===== config.mk =====
export PLATFORM = sky130hd
export DESIGN_NAME = instruction_cache_controller
export DESIGN_NICKNAME = d
export VERILOG_FILES = /design/src/rtl/instruction_cache_controller.sv
export SDC_FILE = /design/constraint.sdc
export NUM_CORES = 1
export LEC_CHECK = 0
export ABC_AREA = 1
export CAP_MARGIN = 20
export CORE_ASPECT_RATIO = 0.5
export CORE_UTILIZATION = 30
export DETAILED_ROUTE_END_ITERATION = 7
export GPL_TIMING_DRIVEN = 1
export PLACE_DENSITY = 0.54
export SYNTH_ARGS = -nofsm -noshare
export SYNTH_HDL_FRONTEND = slang
export SYNTH_SLANG_ARGS = --single-unit

===== constraint.sdc =====
create_clock -name clock -period 14.45 [get_ports clock]
set_input_delay 4.335 -clock clock [delete_from_list [all_inputs] [get_ports clock]]
set_output_delay 4.335 -clock clock [all_outputs]
set_load 0.1 [all_outputs]

===== src/rtl/instruction_cache_controller.sv =====
// Direct-mapped instruction cache (8 x 128-bit lines) with a single-block refill FSM.
// Optional hit/miss statistics ports are built when ICACHE_STATS_EN is defined.
module instruction_cache_controller (
  input  logic         clock,
  input  logic         reset,
  input  logic         read,
  input  logic [9:0]   address,
  output logic [31:0]  instruction,
  output logic         busywait,
  output logic         mem_read,
  output logic [5:0]   mem_address,
  input  logic [127:0] mem_readinst,
  input  logic         mem_busywait
`ifdef ICACHE_STATS_EN
  ,
  output logic [15:0]  hit_count,
  output logic [15:0]  miss_count
`endif
);

  typedef enum logic [1:0] {IDLE, MEM_READ, UPDATE} state_t;

  // Fetch handshake: the IF stage raises read with a stable address; the fetch
  // completes on the rising edge where busywait is low, and address/read are
  // held stable for as long as busywait is high.
  state_t state;
  state_t next_state;

  logic [127:0] data_mem [8];
  logic [2:0]   tag_mem  [8];
  logic [7:0]   valid_mem;

  logic [5:0]   fill_addr;
  logic [127:0] fill_block;
  logic         mem_seen;

  logic [2:0]   addr_tag;
  logic [2:0]   addr_index;
  logic [1:0]   addr_word;
  logic         hit;
  logic [127:0] line;
  logic [31:0]  word_sel;
  logic         unused_byte_bits;

  assign addr_tag         = address[9:7];
  assign addr_index       = address[6:4];
  assign addr_word        = address[3:2];
  assign unused_byte_bits = ^address[1:0];

  assign hit  = valid_mem[addr_index] && (tag_mem[addr_index] == addr_tag);
  assign line = data_mem[addr_index];

  always_comb begin
    word_sel = line[31:0];
    case (addr_word)
      2'd0: word_sel = line[31:0];
      2'd1: word_sel = line[63:32];
      2'd2: word_sel = line[95:64];
      2'd3: word_sel = line[127:96];
      default: word_sel = line[31:0];
    endcase
  end

  always_ff @(posedge clock) begin
    if (!reset) state <= IDLE;
    else        state <= next_state;
  end

  // The first MEM_READ edge is ignored so memory has sampled mem_read before
  // a low mem_busywait is trusted.
  always_comb begin
    next_state = state;
    case (state)
      IDLE:     if (read && !hit)             next_state = MEM_READ;
      MEM_READ: if (mem_seen && !mem_busywait) next_state = UPDATE;
      UPDATE:                                  next_state = IDLE;
      default:                                 next_state = IDLE;
    endcase
  end

  always_comb begin
    busywait    = 1'b0;
    mem_read    = 1'b0;
    instruction = 32'd0;
    mem_address = fill_addr;
    if (reset) begin
      busywait = (state != IDLE) || (read && !hit);
      mem_read = (state == MEM_READ);
      if (state == IDLE && read && hit) instruction = word_sel;
    end
  end

  always_ff @(posedge clock) begin
    if (!reset) begin
      valid_mem <= 8'd0;
      fill_addr <= 6'd0;
      mem_seen  <= 1'b0;
    end else begin
      case (state)
        IDLE: begin
          mem_seen <= 1'b0;
          if (read && !hit) fill_addr <= {addr_tag, addr_index};
        end
        MEM_READ: mem_seen <= 1'b1;
        UPDATE:   valid_mem[fill_addr[2:0]] <= 1'b1;
        default:  mem_seen <= 1'b0;
      endcase
    end
  end

  // Line data and tags are qualified by valid, so they carry no reset.
  always_ff @(posedge clock) begin
    if (reset && state == MEM_READ && mem_seen && !mem_busywait)
      fill_block <= mem_readinst;
    if (reset && state == UPDATE) begin
      data_mem[fill_addr[2:0]] <= fill_block;
      tag_mem[fill_addr[2:0]]  <= fill_addr[5:3];
    end
  end

`ifdef ICACHE_STATS_EN
  logic after_update;

  always_ff @(posedge clock) begin
    if (!reset) begin
      after_update <= 1'b0;
      hit_count    <= 16'd0;
      miss_count   <= 16'd0;
    end else begin
      after_update <= (state == UPDATE);
      // The replay lookup right after a fill is part of the miss, not a hit.
      if (state == IDLE && read && hit && !after_update && hit_count != 16'hFFFF)
        hit_count <= hit_count + 16'd1;
      if (state == IDLE && next_state == MEM_READ && miss_count != 16'hFFFF)
        miss_count <= miss_count + 16'd1;
    end
  end
`endif

endmodule


==> impl_metrics.toml <==
[critical_path]
cp-end-kind = "output pin"
startpoint_type = "input pin"
cp_data_arrival_time_ps = 8010
crit_type = "in2out"
required_ps = 10110
worstPathMaxFanout = 190

[power]
ir_worst_vdd_mv = 0.1014
power_density_mw_per_mm2 = 131.4
p_leak_nw = 17.70

[route]
num_vias = 28041
antenna_left = 0
drt_iter0_drc = 2497
wirelength_um = 121700
drt_first_pass_iters = 5
routedWlPerCell_um = 20.93
vias_per_cell = 4.824
drc = 0

[placed_design]
dp_slack_ps = 2112
portBuffers = 179
dp_cells = 5597
place.gp.congestion = 0.7580
hpwl_um = 61980

[logic_synthesis]
ys_ff_latch = 1193
synth-simple-area-share_pct = 13.69
ys_types = 27
synth_top_family_by_area = "simple AND/OR/NAND/NOR gates"
syn_area_per_cell_um2 = 13.13
synth-compound-area-share_pct = 6.899
syn_nets = 3685
seq_area_frac_synth_pct = 76.67
synth_mux_area_share_pct = 0
syn_area_mm2 = 0.04650
synth_adder_area_share_pct = 0
synth_xor_area_share_pct = 0
syn_inst = 3543
ys_warn_count = 0

[floorplanning]
die_y_um = 280.4
initial_core_util_pct = 30.44
core_mm2 = 0.1528
num_rows = 101
io_pins = 182
die_w_um = 558.8
die_area_mm2 = 0.1567

[job]
maxCapViolations = 0

[sta]
setup_slack_ps = 2104
fmax_ghz = 0.08100
holdWs_ps = 458.5
tns_ps = 0
min_period_ps = 12350
finalHoldViolCount = 0
grt_setup_unrepaired = "no"
setup_viol = 0
tightest_slew_ps = 1149
period_share_pct = 85.44
fin_skew_ps = 37.13
relSlewSlack_pct = 23.40
slew_violations = 0

[min_path]
min_path_type = "reg2reg"

[cts]
cts_made_buffers = 115
ctsRootBufferMaster = "clkbuf_16"
clk_path_buf_depth = 3
htreeDepth = 3
cts_tree = "yes"
cts_sinks = 1193
hold_buffers = 0
post-cts-setup-buffer-count = 0
insertion_delay_ps = 700
cts.clk_slew.worst_paths_ps = 60
cts_resized = 0

[global_route]
antenna_found_initial = 7
grt_start_max_net_pins = 213
grt_pass1_vias = 26777
grt-ovfl-total = 0
grtUsageTotal_pct = 15.29
grt_pass1_wl_um = 178300

[finish]
fin_util_pct = 35.29
final_common_cell = "edfxtp_1"
layout.cells.non_filler = 5813
drive_gt1_share_pct = 7.627
nets = 3796
syn_to_final_growth_pct = 15.95
layout_common_cells = "edfxtp_1, nand2_1, nor2_1, nand3_1, o21ai_0"

[run_status]
status = "finished clean"
## Yosys cell counts (all sizes together)
cell type / n / area, µm²
inv: 43 / 161.4
a21oi: 70 / 350.3
a31oi: 3 / 18.77
o221ai: 7 / 61.31
nand3: 365 / 1832
dfxtp: 17 / 340.3
o21ai: 325 / 1627
nand4: 1 / 6.260
nand2: 629 / 2364
o31ai: 29 / 217.7
nor3: 33 / 315.3
buf: 143 / 788.3
nor2: 490 / 1844
or2: 1 / 6.260
edfxtp: 1176 / 35310
clkbuf: 86 / 322.8
o211ai: 121 / 908.4
o22ai: 4 / 25.02
## report_power, final
group	leakage, nW	internal, mW	total (mW)	switching [mW]
registers	10.7	3.76	3.77	0.00887
logic	5.20	0.111	0.364	0.254
clock network	1.80	1.68	2.95	1.27
## cell type report
| cell class | instances | area [µm²] |
|---|---|---|
| fillers | 14564 | 98860 |
| flip-flops and latches | 1193 | 35650 |
| multi-input cells | 2078 | 9661 |
| clock buffers | 148 | 3002 |
| well taps | 2060 | 2577 |
| repair buffers | 223 | 2173 |
| clock inverters | 65 | 671.9 |
| inverters | 43 | 173.9 |
| diodes | 3 | 7.507 |
## cell families after synthesis
family	count (synthesis)
AOI/OAI and AO/OA	559
buffers and inverters	272
and+or+nand+nor	1519
DFF	1193
## sequential cells by signal, indices dropped and copies added, names as in the netlist
name and flops:
mem_address 6, fill_block 128, tag_mem 24, state 2, mem_seen 1, data_mem 1024
valid_mem 8
## worst max-delay path, cell delays in order
cell	delay, ps
buf_8	340
buf_12	700
buf_4	930
nand2_1	110
nand3_1	130
nand2_1	70
a21oi_1	140
o31ai_1	120
nand2_1	100
nor2_1	100
nor3_2	330
buf_4	370
## worst paths after layout
kind	cells past startpoint	end	from	slack (ps)
setup reg to reg	6	data_mem[7][104]$_DFFE_PP_	state[1]$_SDFFE_PN0P_	11070
setup / recovery	12	instruction[8]	address[4]	2100
hold reg to reg	2	valid_mem[1]$_SDFFE_PN0N_	valid_mem[1]$_SDFFE_PN0N_	460
hold / removal	2	valid_mem[1]$_SDFFE_PN0N_	valid_mem[1]$_SDFFE_PN0N_	460
## per-layer routing
layer	routed length, µm	global-route usage, %	up-vias
li1	-	-	13066
met1	52890	20.65	14017
met4	3381	4.923	6
met3	6582	2.229	187
met5	38	0	-
met2	58790	25.29	765
## metrics by stage
| step | instance area [µm²] | power [mW] |
|---|---|---|
| 2_1_floorplan | 46500 | 4.064 |
| 3_3_place_gp | 50240 | 4.209 |
| 3_5_place_dp | 50240 | 4.213 |
| 4_1_cts | 53910 | 7.153 |
| 5_1_grt | 53920 | 7.305 |
| 6_report | 53920 | 7.086 |
No activity file was read; power rests on OpenSTA's default activity.
